$ cat config.mk
export PLATFORM = sky130hd
export DESIGN_NAME = sub_diff_accum_flat
export DESIGN_NICKNAME = d
export VERILOG_FILES = /design/src/rtl/sub_diff_accum_if.sv /design/src/rtl/sub_diff_accum.sv /design/src/flat_wrapper.sv
export SDC_FILE = /design/constraint.sdc
export NUM_CORES = 1
export LEC_CHECK = 0
export ABC_AREA = 1
export CAP_MARGIN = 20
export CORE_MARGIN = 10
export CORE_UTILIZATION = 25
export DETAILED_ROUTE_END_ITERATION = 12
export PLACE_DENSITY = 0.46
export SLEW_MARGIN = 10
export SYNTH_ARGS = -nofsm -noshare
export SYNTH_HDL_FRONTEND = slang
export SYNTH_SLANG_ARGS = --single-unit
$ cat constraint.sdc
create_clock -name clk -period 1.83 [get_ports clk]
set_input_delay 0.2745 -clock clk [delete_from_list [all_inputs] [get_ports clk]]
set_output_delay 0.2745 -clock clk [all_outputs]
set_load 0.01 [all_outputs]
$ cat src/rtl/sub_diff_accum_if.sv
// Handshake bundle between the subtractor, the window accumulator and the next stage.
// master drives samples in and takes summaries out; slave is the accumulator.
interface sub_diff_accum_if #(
  parameter int DATA_W = 4,
  parameter int ACC_W  = 8,
  parameter int CNT_W  = 4
);
  logic              in_valid;
  logic              in_ready;
  logic [DATA_W-1:0] in_diff;
  logic              in_overflow;
  logic              out_valid;
  logic              out_ready;
  logic [ACC_W-1:0]  out_acc;
  logic [CNT_W-1:0]  out_ovf_cnt;
  logic              out_acc_ovf;

  modport master (
    output in_valid, in_diff, in_overflow, out_ready,
    input  in_ready, out_valid, out_acc, out_ovf_cnt, out_acc_ovf
  );

  modport slave (
    input  in_valid, in_diff, in_overflow, out_ready,
    output in_ready, out_valid, out_acc, out_ovf_cnt, out_acc_ovf
  );
endinterface

$ cat src/rtl/sub_diff_accum.sv
// Sums WIN_LEN signed subtractor differences per window and counts flagged overflows.
// Define SUB_ACC_SAT_EN to clamp the accumulator on range errors instead of wrapping.
module sub_diff_accum #(
  parameter int DATA_W  = 4,
  parameter int ACC_W   = 8,
  parameter int WIN_LEN = 4,
  parameter int CNT_W   = 4
) (
  input logic             clk,
  input logic             rst,
  sub_diff_accum_if.slave bus
);
  localparam int SW = 8;

  typedef enum logic [1:0] {IDLE, ACCUM, DONE} state_e;

  state_e            state_q;
  logic [ACC_W-1:0]  acc_q, acc_d;
  logic [SW-1:0]     cnt_q, cnt_d;
  logic [CNT_W-1:0]  ovf_cnt_q, ovf_cnt_d;
  logic              acc_ovf_q;
  logic              in_ready_q, out_valid_q;
  logic [ACC_W:0]    sum;
  logic              rng_err;
  logic              accept, xfer;

  assign accept = bus.in_valid & in_ready_q;
  assign xfer   = out_valid_q & bus.out_ready;

  // One guard bit above ACC_W: range error when it disagrees with the sign bit.
  always_comb begin
    sum     = {{(ACC_W+1-DATA_W){bus.in_diff[DATA_W-1]}}, bus.in_diff}
            + {acc_q[ACC_W-1], acc_q};
    rng_err = sum[ACC_W] ^ sum[ACC_W-1];
    acc_d   = sum[ACC_W-1:0];
`ifdef SUB_ACC_SAT_EN
    if (rng_err)
      acc_d = sum[ACC_W] ? {1'b1, {(ACC_W-1){1'b0}}} : {1'b0, {(ACC_W-1){1'b1}}};
`endif
    ovf_cnt_d = ovf_cnt_q;
    if (bus.in_overflow && (ovf_cnt_q != {CNT_W{1'b1}}))
      ovf_cnt_d = ovf_cnt_q + CNT_W'(1);
    cnt_d = cnt_q + SW'(1);
  end

  always_ff @(posedge clk) begin
    if (rst) begin
      state_q     <= IDLE;
      acc_q       <= '0;
      cnt_q       <= '0;
      ovf_cnt_q   <= '0;
      acc_ovf_q   <= 1'b0;
      in_ready_q  <= 1'b1;
      out_valid_q <= 1'b0;
    end else begin
      case (state_q)
        IDLE, ACCUM: begin
          if (accept) begin
            acc_q     <= acc_d;
            cnt_q     <= cnt_d;
            ovf_cnt_q <= ovf_cnt_d;
            acc_ovf_q <= acc_ovf_q | rng_err;
            if (cnt_d == SW'(WIN_LEN)) begin
              state_q     <= DONE;
              in_ready_q  <= 1'b0;
              out_valid_q <= 1'b1;
            end else begin
              state_q <= ACCUM;
            end
          end
        end
        DONE: begin
          if (xfer) begin
            state_q     <= IDLE;
            acc_q       <= '0;
            cnt_q       <= '0;
            ovf_cnt_q   <= '0;
            acc_ovf_q   <= 1'b0;
            in_ready_q  <= 1'b1;
            out_valid_q <= 1'b0;
          end
        end
        default: begin
          state_q     <= IDLE;
          in_ready_q  <= 1'b1;
          out_valid_q <= 1'b0;
        end
      endcase
    end
  end

  assign bus.in_ready    = in_ready_q;
  assign bus.out_valid   = out_valid_q;
  assign bus.out_acc     = acc_q;
  assign bus.out_ovf_cnt = ovf_cnt_q;
  assign bus.out_acc_ovf = acc_ovf_q;
endmodule

$ cat src/flat_wrapper.sv
// flat-port wrapper written by rule: the top's interface ports become plain ports
module sub_diff_accum_flat 
#(
  parameter int DATA_W  = 4,
  parameter int ACC_W   = 8,
  parameter int WIN_LEN = 4,
  parameter int CNT_W   = 4
)
  (clk, rst, bus_in_valid, bus_in_diff, bus_in_overflow, bus_out_ready, bus_in_ready, bus_out_valid, bus_out_acc, bus_out_ovf_cnt, bus_out_acc_ovf);
  sub_diff_accum_if #(.DATA_W(DATA_W), .ACC_W(ACC_W), .CNT_W(CNT_W)) bus_i ();
  input logic clk;
  input logic rst;
  input wire logic [$bits(bus_i.in_valid)-1:0] bus_in_valid;
  input wire logic [$bits(bus_i.in_diff)-1:0] bus_in_diff;
  input wire logic [$bits(bus_i.in_overflow)-1:0] bus_in_overflow;
  input wire logic [$bits(bus_i.out_ready)-1:0] bus_out_ready;
  output wire logic [$bits(bus_i.in_ready)-1:0] bus_in_ready;
  output wire logic [$bits(bus_i.out_valid)-1:0] bus_out_valid;
  output wire logic [$bits(bus_i.out_acc)-1:0] bus_out_acc;
  output wire logic [$bits(bus_i.out_ovf_cnt)-1:0] bus_out_ovf_cnt;
  output wire logic [$bits(bus_i.out_acc_ovf)-1:0] bus_out_acc_ovf;
  assign bus_i.in_valid = bus_in_valid;
  assign bus_i.in_diff = bus_in_diff;
  assign bus_i.in_overflow = bus_in_overflow;
  assign bus_i.out_ready = bus_out_ready;
  assign bus_in_ready = bus_i.in_ready;
  assign bus_out_valid = bus_i.out_valid;
  assign bus_out_acc = bus_i.out_acc;
  assign bus_out_ovf_cnt = bus_i.out_ovf_cnt;
  assign bus_out_acc_ovf = bus_i.out_acc_ovf;
  sub_diff_accum #(.DATA_W(DATA_W), .ACC_W(ACC_W), .WIN_LEN(WIN_LEN), .CNT_W(CNT_W)) u_core (.clk(clk), .rst(rst), .bus(bus_i));
endmodule
# After elaboration in Yosys (flattened, before gate mapping)
# Cells that the tools add are included.
# Widths: inputs -> output; s select.
[classes]
addsub = 3
multipliers = 0
div = 0
magnitude_cmp = 0
eq_ne = 8
shift = 0
muxes = 23
n_bitwise = 4
reduce_logical = 8
[op_table]
columns = ["op", "count"]
rows = [
  ["$pmux 8 s2", 2],
  ["$mux 8", 3],
  ["$mux 4", 3],
  ["$add 4x8->9", 1],
  ["$add 8x1->8 const B", 1],
  ["$eq 8x3->1 const B", 1],
  ["$ne 2x1->1 const B", 4],
  ["$pmux 4 s2", 1],
  ["$mux 1", 7],
  ["$mux 2", 3],
  ["$pmux 1 s2", 3],
  ["$reduce_and 3->1", 2],
  ["$add 4x1->4 const B", 1],
  ["$ne 4x4->1 const B", 1],
  ["$pmux 2 s2", 1],
  ["$reduce_and 4->1", 1],
  ["$and 1x1->1", 2],
  ["$eq 2x1->1 const B", 1],
  ["$eq 2x2->1 const B", 1],
  ["$logic_not 2->1", 1],
  ["$reduce_and 2->1", 1],
  ["$reduce_bool 2->1", 1],
  ["$reduce_or 2->1", 1],
  ["$logic_and 1x1->1", 1],
  ["2 further kinds", 2],
]
[totals]
register_bits = 25
latchBits = 0
ramBits = 0
romBits = 0
input_bits = 9
out_inout_bits = 15
n_memories = 0

# Longest topological paths before layout
[logic_depth]
word_depth = 5
mapped_depth = 11

# Least setup slack after synthesis
# No wires, ideal clock.
[synth_path]
path_kind = "reg2reg"
from = "reg u_core.acc_q[0], in the netlist u_core.bus.out_acc[0]"
to = "reg u_core.acc_ovf_q, in the netlist u_core.bus.out_acc_ovf"
setup_time_ns = 0.076
t_arrival_ns = 1.535
t_required_ns = 1.754
path_slack_ns = 0.220
path_stages_with_launch = 10
period_less_slack_ns = 1.610
cell_sequence = "dfxtp_1 ha_1 fa_1 nand3_1 nand3_1 nand2_1 nand2_1 nand2_1 nand3_1 a21boi_0"
[synth_between]
elab_chain_len = 5
[synth_rtl]
columns = ["element", "line", "text"]
rows = [
  ["start: declaration", "sub_diff_accum.sv:18", "logic [ACC_W-1:0] acc_q, acc_d;"],
  ["start signal: assignment", "sub_diff_accum.sv:49", "acc_q <= '0;"],
  ["start signal: assignment", "sub_diff_accum.sv:59", "acc_q <= acc_d;"],
  ["start signal: assignment", "sub_diff_accum.sv:75", "acc_q <= '0;"],
  ["$add 4x8->9", "sub_diff_accum.sv:33", "+ {acc_q[ACC_W-1], acc_q};"],
  ["$xor 1x1->1", "sub_diff_accum.sv:34", "rng_err = sum[ACC_W] ^ sum[ACC_W-1];"],
  ["$or 1x1->1", "sub_diff_accum.sv:62", "acc_ovf_q <= acc_ovf_q | rng_err;"],
  ["$mux 1", "sub_diff_accum.sv:58", "if (accept) begin"],
  ["$pmux 1 s2", "sub_diff_accum.sv:56", "case (state_q)"],
  ["end signal: assignment", "sub_diff_accum.sv:62", ""],
  ["end: declaration", "sub_diff_accum.sv:21", "logic acc_ovf_q;"],
]
# No other way between the ends. The select of a mux whose other input is x is not followed.
# A chain may end at the register's enable or synchronous reset.

# Final worst setup path
[layout_path]
from = "in bus_in_diff[0]"
to = "reg u_core.acc_ovf_q, in the netlist u_core.bus.out_acc_ovf"
[layout_between]
elab_chain_len = 5
[layout_rtl]
columns = ["element", "line", "text"]
rows = [
  ["start: declaration", "flat_wrapper.sv:14", "input wire logic [$bits(bus_i.in_diff)-1:0] bus_in_diff;"],
  ["$add 4x8->9", "sub_diff_accum.sv:33", ""],
  ["$xor 1x1->1", "sub_diff_accum.sv:34", ""],
  ["$or 1x1->1", "sub_diff_accum.sv:62", ""],
  ["$mux 1", "sub_diff_accum.sv:58", ""],
  ["$pmux 1 s2", "sub_diff_accum.sv:56", ""],
]
# No other way between the ends. The select of a mux whose other input is x is not followed.

==> metrics.md <==
| Metric | Value |
|---|---|
| Routability congestion estimate | 0.789 |
| Post-synthesis register bit count | 25 |
| Clock root buffer | clkbuf_8 |
| Post-synth EDFFs | 0 |
| FP Rows | 28 |
| Yosys cell types | 25 |
| Ys async rst share | 0% |
| Slew HR | 80.7% |
| First drt pass iteration count | 4 |
| Maxcap violations | 0 |
| WL/cell | 11.5 um |
| Post-Place Worst Slack | -0.208 ns |
| CTS Buf Count | 3 |
| Post-synthesis mux area share | 0% |
| N_diodes | 0 |
| Combinational share of power | 31.8% |
| Setup WS post-layout | 0.186 ns |
| Critical Path Fanout Max | 3 |
| Pwr per Cell Area | 683 mW/mm2 |
| Internal Power | 965 uW |
| Antenna violations before repair | 0 |
| Min Tclk post-route | 1.64 ns |
| H-Tree Depth | 1 |
| Syn nets | 238 |
| Final setup violating endpoints | 0 |
| F_max | 608 MHz |
| Post-Synth Adder-Cell Area | 9.59% |
| Worst-Skew Late Latency | 0.27 ns |
| Crit path arrival time | 1.85 ns |
| Worst hold path type | reg -> reg |
| Sequential share of power | 43.8% |
| CTS tree | yes |
| Placed inst area | 0.00200 mm2 |
| YS warnings | 0 |
| Nature of the critical path startpoint | input port |
| Largest family of logic cells by synthesized area | simple AND/OR/NAND/NOR gates |
| Synth area leader | dfxtp_1 |
| Largest net degree at the start of global routing | 20 |
| Final Cell Area | 0.00205 mm2 |
| Average cell area after synthesis | 6.94 um2 |
| Reg clk slew, reported paths | 0.09 ns |
| Initial core utilization | 25.7% |
| Residual DRC | 0 |
| Kind of critical path | in -> reg |
| Sequential cell area fraction in the yosys report | 33.1% |
| Post-Synth XOR/XNOR Area | 2.31% |
| Routed via count | 1502 |
| Ys flop type | dfxtp_1 |
| Post-Syn Instances | 218 |
| Fraction of the mapped netlist area in compound gates | 13.1% |
| Hpwl dp | 3010 um |
| Die height | 97.8 um |
| TNS Setup | 0 ns |
| Net Sw Power | 434 uW |
| Vias in the first global route | 1436 |
| Register area | 500 um2 |
| Crit end category | register |
| 1st-iter DRT viols | 78 |
| Core area | 0.00589 mm2 |
| Crit share post-route | 89.8% |
| Number of port buffers | 23 |
| First-pass GRT wire length | 6790 um |
| Area Overhead vs Synth | 35.3% |
| Routed WL | 3910 um |
| Die W | 97.8 um |
| Nets@finish | 285 |
| Multi-input gate area | 906 um2 |
| Fillers | 647 |
| Vias/cell | 4.43 |
| Final slew viol count | 0 |
| Gr usage total | 8.26% |
| Cell area after synthesis | 0.00151 mm2 |
| Req. time, crit path | 2.04 ns |
| P_leak | 0.000910 uW |
| GR Overflow Total | 0 |
| Die ar. | 0.00957 mm2 |
| Ports | 24 |
| Clock power share | 24.4% |
| Power Total | 1400 uW |
| Post-DRT Antenna Nets | 0 |
| Simple-gate share of the synthesized area | 34.7% |
| # clock sinks | 25 |
| RSZ-0062 raised after global routing | false |
| Share of cells above drive strength 1 | 13.6% |
| Synth top area share | 33.1% |
| VDD IR max | 0.404 mV |
| Switching Fraction | 31.0% |
| Status | complete, no violations |
| Max Buffers Root-to-Sink | 2 |
| Worst-margin pin slew | 0.286 ns |
| Final Hold Fails | 0 |
| Synth top area cells | dfxtp_1 33%, nand2_1 16%, ha_1 8.3% |
| Final Skew | 0.00584 ns |
==> registers in the layout, summed over array words and instances, names as in the netlist <==
name,cells
u_core.bus.in_ready,1
u_core.bus.out_acc,8
u_core.bus.out_acc_ovf,1
u_core.bus.out_ovf_cnt,4
u_core.bus.out_valid,1
u_core.cnt_q,8
u_core.state_q,2
==> logic make-up after synthesis <==
logic type	Yosys count
flops	25
simple gates	116
fa+ha+maj	11
buf+inv	26
xor+xnor	4
compound gates	36
==> critical path, stage by stage <==
cell and delay, ns:
clkdlybuf4s50_1 0.40, ha_1 0.21, fa_2 0.36, nand3_1 0.12
nand3_1 0.10, nand2_1 0.09, nand2_1 0.06, nand2_1 0.06
nand3_1 0.07, a21boi_1 0.11
==> path summary, 6_finish.rpt <==
check | start | end | slack (ns) | depth (start not counted)
max | bus_in_diff[0] | u_core.bus.out_acc_ovf | 0.19 | 10
min | u_core.bus.out_acc_ovf | u_core.bus.out_acc_ovf | 0.47 | 2
max reg2reg | u_core.cnt_q[0] | u_core.bus.in_ready | 0.21 | 10
min reg2reg | u_core.bus.out_acc_ovf | u_core.bus.out_acc_ovf | 0.47 | 2
==> stage by stage <==
| step | cells | util, % | hold WS (ns) |
|---|---|---|---|
| floorplan | 218 | - | 0.447 |
| CTS | 339 | 34.7 | 0.487 |
| global placement | 335 | 33.9 | 0.464 |
| global route | 339 | 34.8 | 0.510 |
| finish | 339 | 34.8 | 0.466 |
| detailed placement | 335 | 33.9 | 0.473 |
==> synthesized netlist by cell type (4+ instances only) <==
cell and n:
nand4_1 6, nand3_1 18, inv_1 20, o21ai_0 5, nor2_1 14, nand2_1 66, nand3b_1 4, ha_1 10
dfxtp_1 25, a21oi_1 24, xor2_1 4
==> what timing repair did <==
item,CTS,global route
endpoints found under the setup margin,0,3
buffers inserted,0,0
gates resized for setup,0,4
endpoints found under the hold margin,0,0
hold buffers,0,0
==> metal layers <==
layer	part of all wire [%]	GRT usage, %	vias up
met5	0	0	-
met4	0.64	1.90	0
met3	5.2	2.61	2
met2	43	12.6	32
met1	51	11.0	655
li1	-	-	813
==> power groups by stage <==
stage	sequential, uW	combinational [uW]	clock (uW)
2_1_floorplan	634	218	0
3_3_place_gp	627	450	0
3_5_place_dp	626	446	0
4_1_cts	614	449	358
5_1_grt	620	505	372
6_report	613	445	342
==> cell type report <==
class / instances / area share (%)
flip-flops and latches: 25 / 24.4
well taps: 75 / 4.58
inverters: 22 / 4.09
multi-input cells: 167 / 44.2
clock buffers: 3 / 2.02
clock inverters: 1 / 0.244
repair buffers: 46 / 20.4
==> cells in the final DEF, fill, tap and decap left out, drive strengths merged <==
| cell | count |
|---|---|
| nand4 | 6 |
| dfxtp | 25 |
| a21boi | 2 |
| dlymetal6s2s | 1 |
| fa | 1 |
| clkdlybuf4s50 | 22 |
| clkinv | 2 |
| a211oi | 2 |
| xor2 | 4 |
| nor3 | 2 |
| buf | 23 |
| a21oi | 24 |
| clkbuf | 3 |
| ha | 10 |
| nand2 | 70 |
| nand3 | 18 |
| nand3b | 4 |
| nor2 | 16 |
| o21bai | 2 |
| inv | 21 |
| a22oi | 1 |
| o21ai | 5 |
No activity file was read; power rests on OpenSTA's default activity.
==> patch 1, RTL diff (same settings) <==
Add a define of `SUB_ACC_SAT_EN`.
--- a/src/rtl/sub_diff_accum.sv
+++ b/src/rtl/sub_diff_accum.sv
@@ -1,5 +1,7 @@
 // Sums WIN_LEN signed subtractor differences per window and counts flagged overflows.
 // Define SUB_ACC_SAT_EN to clamp the accumulator on range errors instead of wrapping.
+`define SUB_ACC_SAT_EN
+
 module sub_diff_accum #(
   parameter int DATA_W  = 4,
   parameter int ACC_W   = 8,
Behaviour: no difference found for any inputs over 10 cycles, from zero or initial values and one cycle with rst high; that may be too few to reach the edited logic, so the function may still have changed.
==> patch 1 against the original RTL <==
  * Count of clock-buffer cells in the layout is 1 higher
  * Worst hold slack better by 5.7 ps
  * Area after synthesis is 4.1% higher
  * Worst setup slack worse by 170 ps
  * Critical endpoint is now u_core.bus.out_acc[0]
  * Highest routed layer unchanged
  * Design area is 11% higher
  * Routed wire length is 2.5% higher
  * Sequential cell count stayed put
  * Global-route usage is 0.25 points higher
Power is not compared: it rests on default switching activity, and its combinational part moved more than twofold at a synthesized area within 25%.
==> patch 1: results (changes against the original RTL) <==
| Metric | Value |
|---|---|
| Status | completed (unchanged) |
| Nets | 296 (was 285) |
| CP delay by family, top | adder cells (unchanged) |
| Drt wl/cell | 11.5 µm (about the same) |
| Pin count of the biggest net entering global routing | 15 (was 20) |
| Reg2Reg Depth | 12 (was 10) |
| WP data arrival | 2020 ps (was 1850 ps) |
| R2r startpoint | u_core.bus.out_acc[0] (was u_core.cnt_q[0]) |
| Endpoint, Worst Hold | u_core.bus.in_ready (was u_core.bus.out_acc_ovf) |
| Gr usage total | 8.51% (was 8.26%) |
| Compound-Gate Fraction of Synth Area | 15.2% (was 13.1%) |
| DP HPWL | 3.19 mm (was 3.01 mm) |
| Worst vdd ir | around 0.00036 V |
| Critical-path top delay cell | fa_2 (was clkdlybuf4s50_1) |
| Number of cells after detailed placement | 344 (was 335) |
| Vias per cell | 4.44 (was 4.43) |
| Crit path max fanout | 7 (was 3) |
| Share of layout cells above drive strength 1 | 27.3% (was 13.6%) |
| Synth Area in XOR/XNOR | 4.44% (was 2.31%) |
| Synth Area in Adders | 9.21% (was 9.59%) |
| Lkg Pwr | around 0.96 nW |
| Flop2flop setup slack | 10 ps (was 210 ps) |
| Hold WS | 472 ps (was 466 ps) |
| Synthesized area per cell | 7.04 µm² (was 6.94 µm²) |
| Worst Hold Launch | u_core.bus.in_ready (was u_core.bus.out_acc_ovf) |
| Port buffer count | 23 (unchanged) |
| Placed Area | 0.00208 mm² (was 0.00200 mm²) |
| Crit-path max cell delay | 350 ps (was 400 ps) |
| GPL Wtd Cong | 0.773 (was 0.789) |
| Top post-synthesis cells by count | nand2_1, dfxtp_1, inv_1 (was nand2_1, dfxtp_1, a21oi_1) |
| Synth area leaders | dfxtp_1, nand2_1, ha_1, nand3_1, inv_1 (was dfxtp_1, nand2_1, ha_1, a21oi_1, nand3_1) |
| Iter 0 DRT Violations | 45 (was 78) |
| Netlist cell types | 30 (was 25) |
| Seq/Total Area, Yosys | 31.7% (was 33.1%) |
| Setup Skew | 5.87 ps (was 5.84 ps) |
| Tightest Pin Transition | 469 ps (was 286 ps) |
| WL final | 4.01 mm (was 3.91 mm) |
| R2r endpoint | u_core.bus.out_acc[0] (was u_core.bus.in_ready) |
| Vias in the first global route | 1588 (was 1436) |
| Syn_nets | 244 (was 238) |
| Global-route wire length before repair | 7.22 mm (was 6.79 mm) |
-- patch 1: cells by family after synthesis --
kind of cell,after synthesis
buffers and inverters,30
adder cells (fa/ha/maj),11
flip-flops,25
AO/OA/AOI/OAI,35
XOR/XNOR,8
AND/OR/NAND/NOR,115
-- patch 1: power by group --
group / internal (mW) / switching, mW / total (mW)
clock: 0.156 / 0.178 / 0.334
sequential: 0.604 / 0.0564 / 0.660
combinational: 0.521 / 0.528 / 1.05
-- patch 1: routing by layer --
| metal | GRT usage [%] | up-vias | routed length [µm] |
|---|---|---|---|
| met3 | 2.77 | 4 | 168 |
| met2 | 13.9 | 16 | 1800 |
| met5 | 0 | - | 0 |
| li1 | - | 838 | - |
| met4 | 1.76 | 0 | 29 |
| met1 | 10.6 | 696 | 2010 |
-- patch 1: worst max-delay path by stage --
stage | endpoint | from | slack, ps
2_1_floorplan | u_core.bus.out_acc[0] | u_core.bus.out_acc[0] | 30
3_3_place_gp | u_core.bus.out_acc_ovf | bus_in_diff[3] | -500
3_5_place_dp | u_core.bus.out_acc[1] | bus_in_diff[3] | -520
4_1_cts | u_core.bus.out_acc[1] | u_core.bus.out_acc[0] | -30
5_1_grt | u_core.bus.out_acc_ovf | u_core.bus.out_acc[0] | -80
6_report | u_core.bus.out_acc[0] | u_core.bus.out_acc[0] | 10
-- patch 1: through the flow --
step / worst slack (ps) / setup TNS [ps]
2_1_floorplan: 32.3 / 0
3_3_place_gp: -501 / -4390
3_5_place_dp: -519 / -4450
4_1_cts: -30.3 / -39.1
5_1_grt: -79.9 / -515
6_report: 11.0 / 0
-- patch 1: worst min-delay path, cell delays in order, from the launching register on --
cell and delay, ps:
dfxtp_1 330, nand2_1 60, nand2_1 40
-- patch 1: area by class of cell --
cell class	instances	area, µm²
Tap cell	75	93.8
Sequential cell	25	504
Inverter	27	101
Fill cell	653	3750
Multi-Input combinational cell	169	1090
Clock buffer	4	45.0
Timing Repair Buffer	50	439
-- patch 1: what timing repair did --
action | CTS | global route
endpoints found under the hold margin | 0 | 0
endpoints found under the setup margin | 9 | 8
resized for setup | 14 | 18
pin swaps | 11 | 8
setup buffers | 1 | 1
==> patch 2, RTL diff (config.mk and constraints unchanged) <==
Made on the original files. Re-encode `state_e` (3 states) as one-hot, 3 bits wide.
--- a/src/rtl/sub_diff_accum.sv
+++ b/src/rtl/sub_diff_accum.sv
@@ -12,7 +12,7 @@
 );
   localparam int SW = 8;
 
-  typedef enum logic [1:0] {IDLE, ACCUM, DONE} state_e;
+  typedef enum logic [2:0] {IDLE = 3'b001, ACCUM = 3'b010, DONE = 3'b100} state_e;
 
   state_e            state_q;
   logic [ACC_W-1:0]  acc_q, acc_d;
Function: no difference found for any inputs over 10 cycles, from zero or initial values and one cycle with rst high; not proved beyond that.
==> patch 2 against the original RTL <==
  * Register-to-register slack worse by 30 ps
  * Sequential cell count up 1
  * Worst setup slack worse by 70 ps
  * First-iteration DRC count up 6.4%
  * Final cell count up 7.1%
  * Routed wire length up 8.7%
  * Utilization down 1.2 points
  * Via count up 6.1%
  * Area after synthesis up 11%
  * Design area up 5.5%
Power is not compared: it rests on default switching activity, and its combinational part moved more than twofold at a synthesized area within 25%.
==> patch 2: results (changes against the original RTL) <==
| Metric | Value |
|---|---|
| Iter 0 DRT Violations | 83 (was 78) |
| H-Tree Depth | 1 (unchanged) |
| Synth area leaders | dfxtp_1, nand2_1, nand3_1, a21oi_1, ha_1 (was dfxtp_1, nand2_1, ha_1, a21oi_1, nand3_1) |
| Async S/R FF share, synth | 0% (unchanged) |
| Setup Skew | 3.44 ps (was 5.84 ps) |
| Crit path max fanout | 4 (was 3) |
| Global-route wire length before repair | 7.40 mm (was 6.79 mm) |
| Vias | 1594 (was 1502) |
| Sw Share | about two fifths |
| Hold Path Class | reg -> reg (unchanged) |
| WL final | 4.25 mm (was 3.91 mm) |
| CTS Buf Count | 3 (unchanged) |
| Setup bufs post-CTS | 0 (unchanged) |
| Slew headroom | 82.1% (was 80.7%) |
| Status | completed (unchanged) |
| Final-layout fill cell count | 699 (was 647) |
| Critical-path top delay cell | clkdlybuf4s50_1 (unchanged) |
| Worst vdd ir | about 0.00055 V |
| Pin count of the biggest net entering global routing | 16 (was 20) |
| First drt pass iteration count | 4 (unchanged) |
| Ys flop type | dfxtp_1 (unchanged) |
| Post-CTS sizing | 0 (unchanged) |
| GPL Wtd Cong | 0.771 (was 0.789) |
| YS warnings | 0 (unchanged) |
| Worst hold stages | 2 (unchanged) |
| Clock Path Buffers | 2 (unchanged) |
| Top post-synthesis cells by count | nand2_1, inv_1, nand3_1 (was nand2_1, dfxtp_1, a21oi_1) |
| Clock Latency Late Sink | 270 ps (about the same) |
| CTS clk-pin slew, worst paths | 90 ps (about the same) |
| Lkg Pwr | between 1 and 1.5 nW |
| Vias in the first global route | 1533 (was 1436) |
| Gr usage total | 8.78% (was 8.26%) |
| Clock tree root driver cell | clkbuf_8 (unchanged) |
| Share of layout cells above drive strength 1 | 14.7% (was 13.6%) |
| Port buffer count | 23 (unchanged) |
| Syn_nets | 269 (was 238) |
| # diodes | 0 (unchanged) |
| Nets | 307 (was 285) |
| DP HPWL | 3.36 mm (was 3.01 mm) |
| Seq/Total Area, Yosys | 31.0% (was 33.1%) |
| Crit-path max cell delay | 460 ps (was 400 ps) |
| Antenna violations before repair | 0 (unchanged) |
| Core area | 0.00642 mm² (was 0.00589 mm²) |
| Pre-CTS setup slack | -204 ps (was -208 ps) |
| WP data arrival | 1880 ps (was 1850 ps) |
| Netlist cell types | 32 (was 25) |
| Reg2Reg Depth | 11 (was 10) |
==> patch 2: changes by cell type after synthesis, sizes merged, moves of 2 or more <==
cell / before / now
nand3b: 4 / 1
or2: 0 / 7
nor2: 16 / 14
xor2: 4 / 2
nand3: 18 / 29
a21oi: 24 / 27
a211oi: 2 / 0
buf: 2 / 4
nand2: 70 / 77
inv: 21 / 34
==> patch 2: power groups by stage <==
stage                     clock (mW)  combinational, mW  sequential, mW
after floorplan                    0              0.806           0.813
after global placement             0               1.29           0.805
after detailed placement           0               1.28           0.805
after CTS                      0.505               1.29           0.793
after global routing           0.528               1.43           0.810
final                          0.484               1.27           0.791
==> patch 2: cell type report <==
class                   count  area share (%)
flip-flops and latches     26            24.1
multi-input cells         183            46.0
inverters                  35            6.08
well taps                  77            4.46
clock buffers               3            1.91
repair buffers             38            16.0
clock inverters             1            1.39
==> patch 2: per-layer routing <==
metal	track usage, %	vias up	wire [µm]	share of wire [%]
met5	0	-	0	0
li1	-	877	-	-
met3	2.63	4	166	3.9
met2	14.0	16	1830	43
met1	11.6	697	2210	52
met4	1.52	0	42	0.99
==> patch 2: stage by stage <==
| step | std cells | hold WS, ps | cell area, µm² |
|---|---|---|---|
| finish | 363 | 451 | 2160 |
| floorplan | 249 | 452 | 1680 |
| global placement | 359 | 456 | 2080 |
| detailed placement | 359 | 440 | 2080 |
| global route | 363 | 498 | 2160 |
| CTS | 363 | 455 | 2150 |
==> patch 2: kinds of logic (layout without fill, tap and decap cells) <==
| family | Yosys count | after routing | share of synthesized area (%) |
|---|---|---|---|
| AO/OA/AOI/OAI | 35 | 35 | 11.1 |
| adder cells (fa/ha/maj) | 11 | 11 | 8.64 |
| AND/OR/NAND/NOR | 134 | 134 | 37.6 |
| XOR/XNOR | 3 | 3 | 1.57 |
| flip-flops | 26 | 26 | 31.0 |
| buffers and inverters | 40 | 77 | 10.1 |
==> patch 2: path summary, 6_finish.rpt <==
path | startpoint | endpoint | slack, ps
max | bus_in_diff[0] | u_core.bus.out_acc_ovf | 120
min | u_core.bus.out_acc_ovf | u_core.bus.out_acc_ovf | 450
max reg2reg | u_core.bus.out_acc[0] | u_core.bus.out_acc_ovf | 180
min reg2reg | u_core.bus.out_acc_ovf | u_core.bus.out_acc_ovf | 450
==> patch 2: critical path, delay by kind of cell <==
family                   cells  cell delay, ps
buffers and inverters        3             610
AO/OA/AOI/OAI                1              50
AND/OR/NAND/NOR              6             420
adder cells (fa/ha/maj)      2             510
